<file path="config.mk">
export PLATFORM = sky130hd
export DESIGN_NAME = dual_issue_queue
export DESIGN_NICKNAME = d
export VERILOG_FILES = /design/src/rtl/dual_issue_queue.sv
export SDC_FILE = /design/constraint.sdc
export NUM_CORES = 1
export LEC_CHECK = 0
export CORE_AREA = 2 2 228 230
export CTS_CLUSTER_SIZE = 28
export DETAILED_ROUTE_END_ITERATION = 16
export DIE_AREA = 0 0 230 232
export PLACE_DENSITY_LB_ADDON = 0.08
export SYNTH_ARGS = -nofsm -noshare
export SYNTH_HDL_FRONTEND = slang
export SYNTH_SLANG_ARGS = --single-unit
</file>
<file path="constraint.sdc">
create_clock -name clk -period 4.2 [get_ports clk]
set_clock_uncertainty 0.1 [all_clocks]
set_input_delay 1.26 -clock clk [delete_from_list [all_inputs] [get_ports clk]]
set_output_delay 1.26 -clock clk [all_outputs]
set_load 0.02 [all_outputs]
</file>
<file path="src/rtl/dual_issue_queue.sv">
// dual_issue_queue: fetch PC owner, circular instruction buffer and in-order pair-issue unit.
// Optional feature macro: DUAL_ISSUE_EN (undefined = single-issue build, lane 2 never valid).
`default_nettype none

module dual_issue_queue #(
  parameter int          DEPTH    = 8,
  parameter logic [31:0] RESET_PC = 32'h0000_0000
) (
  input  logic        clk,
  input  logic        rst,
  output logic [31:0] PCF,
  input  logic        fetch_valid,
  input  logic [31:0] fetch_instr0,
  input  logic [31:0] fetch_instr1,
  output logic        fetch_ready,
  input  logic        StallDecode1,
  input  logic        StallDecode2,
  input  logic        redirect_valid,
  input  logic [31:0] redirect_pc,
  output logic [31:0] InstrD1,
  output logic [31:0] PCD1,
  output logic        ValidD1,
  output logic [31:0] InstrD2,
  output logic [31:0] PCD2,
  output logic        ValidD2
);

  localparam int          AW      = $clog2(DEPTH);
  localparam logic [31:0] NOP     = 32'h0000_0013;
  localparam logic [AW:0] RDY_MAX = (AW+1)'(DEPTH - 2);

  logic [31:0]   instr_q [DEPTH];
  logic [31:0]   pc_q    [DEPTH];
  logic [AW-1:0] head_q, head_d, tail_q, tail_d;
  logic [AW-1:0] head_p1, tail_p1;
  logic [AW:0]   count_q, count_d;
  logic [31:0]   pcf_q, pcf_d;
  logic          push, stall, v2;
  logic [1:0]    pop_n;

  assign head_p1 = head_q + AW'(1);
  assign tail_p1 = tail_q + AW'(1);

  assign PCF         = pcf_q;
  assign fetch_ready = (count_q <= RDY_MAX);
  assign push        = fetch_valid && fetch_ready;
  assign stall       = StallDecode1 | StallDecode2;

  assign ValidD1 = (count_q != '0);
  assign InstrD1 = instr_q[head_q];
  assign PCD1    = pc_q[head_q];

`ifdef DUAL_ISSUE_EN
  logic [31:0] lane2_instr;
  logic [6:0]  op1;
  logic [4:0]  rd1;
  logic        ctl, writes_rd, dep;

  assign lane2_instr = instr_q[head_p1];
  assign op1         = InstrD1[6:0];
  assign rd1         = InstrD1[11:7];
  assign ctl         = (op1 == 7'b1100011) || (op1 == 7'b1101111) || (op1 == 7'b1100111);
  assign writes_rd   = (op1 != 7'b1100011) && (op1 != 7'b0100011);
  assign dep         = writes_rd && (rd1 != 5'd0) &&
                       ((rd1 == lane2_instr[19:15]) || (rd1 == lane2_instr[24:20]));
  assign v2          = (count_q >= (AW+1)'(2)) && !dep && !ctl;
  assign InstrD2     = v2 ? lane2_instr : NOP;
  assign PCD2        = v2 ? pc_q[head_p1] : PCD1 + 32'd4;
`else
  assign v2      = 1'b0;
  assign InstrD2 = NOP;
  assign PCD2    = PCD1 + 32'd4;
`endif

  assign ValidD2 = v2;
  assign pop_n   = stall ? 2'd0 : ({1'b0, ValidD1} + {1'b0, v2});

  // Redirect wins over push and pop: the queue empties and fetch restarts at the target.
  always_comb begin
    head_d  = head_q + AW'(pop_n);
    tail_d  = push ? tail_q + AW'(2) : tail_q;
    count_d = count_q + (push ? (AW+1)'(2) : '0) - (AW+1)'(pop_n);
    pcf_d   = push ? pcf_q + 32'd8 : pcf_q;
    if (redirect_valid) begin
      head_d  = '0;
      tail_d  = '0;
      count_d = '0;
      pcf_d   = redirect_pc;
    end
  end

  always_ff @(posedge clk or posedge rst) begin
    if (rst) begin
      head_q  <= '0;
      tail_q  <= '0;
      count_q <= '0;
      pcf_q   <= RESET_PC;
    end else begin
      head_q  <= head_d;
      tail_q  <= tail_d;
      count_q <= count_d;
      pcf_q   <= pcf_d;
    end
  end

  always_ff @(posedge clk) begin
    if (push && !redirect_valid) begin
      instr_q[tail_q]  <= fetch_instr0;
      pc_q[tail_q]     <= pcf_q;
      instr_q[tail_p1] <= fetch_instr1;
      pc_q[tail_p1]    <= pcf_q + 32'd4;
    end
  end

endmodule

`default_nettype wire
</file>
==> flow_metrics.tcl <==
set metrics [dict create \
    postRouteAntennaNets 0 \
    layout.cells.most_common "nand2_1" \
    synthCells 1956 \
    required_ps 2840 \
    remaining_drc_errors 0 \
    period_share 1.08 \
    seq_power_share 0.432 \
    fin_crit_ps 4520 \
    crit_chain "buf_6 -> mux4_2 -> mux2i_1 -> or2_4 -> nor4_4 -> buf_4 -> nand4_4 -> buf_6 -> nor3_4 -> xnor2_1 -> buf_4" \
    fin_nets 2351 \
    yosys.cell_types.count 53 \
    routed_wl_um 66600 \
    vias 16140 \
    h-tree-depth 2 \
    tightestPinTransition_ps 774 \
    power.switching_mw 4.32 \
    antenna_found_initial 4 \
    synth-seq-cells 553 \
    violations "setup timing" \
    end_kind "primary output" \
    drt_iter0_drc 1495 \
    drv_slew 0 \
    comb_power_share 0.247 \
    grt_max_degree 72 \
    grt_pass1_wl_um 98500 \
    place_hpwl_um 41300 \
    switching_share 0.280 \
    final_area_mm2 0.0324 \
    grt_pass1_vias 16019 \
    dieArea_mm2 0.0534 \
    core.rowCount 83 \
    crit_family "buffers and inverters" \
    synthTopCellsByArea "edfxtp_1 59%, mux4_2 8.0%, nand2_1 7.7%" \
    path_buf_inv 4 \
    path_class "reg -> out" \
    power.internal_mw 11.1 \
    arrival_ps 3160 \
    dpl_cell_area_mm2 0.0297 \
    yosys.area.top_type_share 0.586 \
    slew-limit-headroom 0.484 \
    root_buffer "clkbuf_16" \
    cts_made_buffers 56 \
    cap_viol_max_count 0 \
    slowest_delay_ps 560 \
    dieWidth_um 230 \
    max_freq_mhz 221 \
    clock_power_share 0.321 \
    core_area_mm2 0.0509 \
    gp_congestion 0.827 \
    numPortBuffers 231 \
    final_layout_size_suffix_gt1_frac 0.238 \
    clk-insertion-delay-late_ps 610 \
    drt_pass1_iterations 5 \
    setup_viol 30 \
    synth_edf_count 512 \
    synth_top_area_cell "edfxtp_1" \
    yosys_most_used_dff "edfxtp_1" \
    cp_max_fo 6 \
    finalWorstSetupSlack_ps -317 \
    max-vdd-ir-drop_mv 0.324 \
    cts_tree "built" \
    outcome "finished, violations left" \
    final_cell_mix "527 x nand2_1, 512 x edfxtp_1, 143 x clkdlybuf4s50_1" \
    p_leak_nw 11.8 \
    finalHoldViolCount 0 \
    rsz0062_at_grt "true" \
    grtUsageTotal 0.247 \
    synth_area_mm2 0.0262 \
    hold_path_class "reg -> reg" \
    total_power_mw 15.4 \
    area_delta_synth_final_pct 23.4 \
    num_io_pins 265 \
    clock_path_buffers 3 \
    die_height_um 232 \
    overflow 0 \
    wl_per_cell_um 22.5 \
    power_density_mw_per_mm2 476 \
    async_flop_share 0.0741 \
    vias_per_cell 5.44 \
    ys_warn_count 0 \
    clock-sinks 553 \
    avgSynthCellArea_um2 13.4 \
    seq_area_frac_synth 0.625 \
    path_clk_slew_ps 60 \
    critPathLaunchType "flip-flop" \
    initial_core_util 0.516 \
    slowest_stage "dfrtp_4" \
]
## worst paths after layout
kind,endpoint,cells past startpoint,start,slack (ps)
worst max-delay path,PCD2[27],11,head_q[0]$_DFF_PP0_,-320
worst min register to register,pc_q[2][10]$_DFFE_PP_,0,PCF[10]$_DFFE_PP0N_,500
worst max register to register,pc_q[1][30]$_DFFE_PP_,8,PCF[3]$_DFFE_PP0N_,740
worst min-delay path,pc_q[2][10]$_DFFE_PP_,0,PCF[10]$_DFFE_PP0N_,500
max in group asynchronous,head_q[2]$_DFF_PP0_,3,rst,2410
min in group asynchronous,head_q[0]$_DFF_PP0_,2,rst,950
## stage by stage
| stage | setup WS, ps | TNS (ps) | hold WS (ps) | utilization | std cells |
|---|---|---|---|---|---|
| finish | -317 | -4960 | 501 | 0.636 | 2965 |
| floorplan | 18.3 | 0 | 459 | - | 1987 |
| detailed placement | -322 | -6270 | 485 | 0.584 | 2816 |
| global route | -430 | -8220 | 542 | 0.636 | 2965 |
| CTS | -325 | -5710 | 495 | 0.627 | 2942 |
| global placement | -321 | -5610 | 472 | 0.584 | 2816 |
## per-layer routing
metal  global-route usage  up-vias  part of all wire
met1                0.337     8105              0.42
met5                    0        -                 0
met2                0.409      570              0.49
li1                     -     7372                 -
met4               0.0740        0             0.022
met3               0.0419       93             0.068
## power by group through the flow
stage	logic (mW)	registers (mW)	clock network (mW)
after CTS	3.63	6.66	5.02
final	3.81	6.66	4.95
after detailed placement	3.52	6.78	0
after global routing	4.07	6.69	5.24
after floorplan	2.08	6.70	0
after global placement	3.49	6.76	0
## synthesized netlist by cell type (5+ instances only)
master / instances
buf_2: 18
xor2_1: 72
or3_1: 5
mux4_1: 27
and2_1: 6
nor2_1: 93
buf_6: 9
inv_1: 31
nand4_1: 10
mux2_2: 51
mux2i_1: 24
nand2_1: 539
o21ai_0: 35
xnor2_1: 96
edfxtp_1: 512
dfrtp_1: 41
clkbuf_1: 135
and3_1: 7
nand3_1: 25
buf_4: 35
nor3_1: 15
mux4_2: 93
ha_1: 15
buf_1: 10
## final cells by class
class	instances	area [µm²]
antenna	4	10.0
clock buffer	74	1530
clock inverter	32	287
fill	3863	18500
inverter	34	141
multi-input combinational	1185	9100
sequential	553	16400
tap	680	851
timing repair buffer	403	4060
## flip-flops by register name (all words and copies together), names as in the netlist
name and flops:
instr_q 256, pc_q 256, PCF 32, count_q 4, head_q 3, tail_q 2
## worst register-to-register path, cell delays in order, from the launching register on
cell and delay, ps:
dfrtp_1 640, ha_1 370, nand3_1 160, nor2_1 360
nand3_1 540, nor2_1 490, nand2_1 140, xor2_1 260
o21ai_0 140
## kinds of logic (layout without fill, tap and decap cells)
logic type,Yosys count,in the layout,synth area share
fa+ha+maj,16,16,0.00792
other cells,2,37,0.000286
compound gates,47,47,0.0110
buf+inv,249,543,0.0480
flops,553,553,0.625
simple gates,726,726,0.114
mux,195,195,0.138
xor+xnor,168,168,0.0561
## what timing repair did
item | in CTS | in global routing
pin swaps | 14 | 22
gates resized for setup | 318 | 79
setup endpoints to repair | 89 | 76
hold endpoints to repair | 0 | 0
hold buffers | 0 | 0
gates cloned | 3 | 6
buffers inserted | 17 | 14
Power figures use the tool's default switching activity.
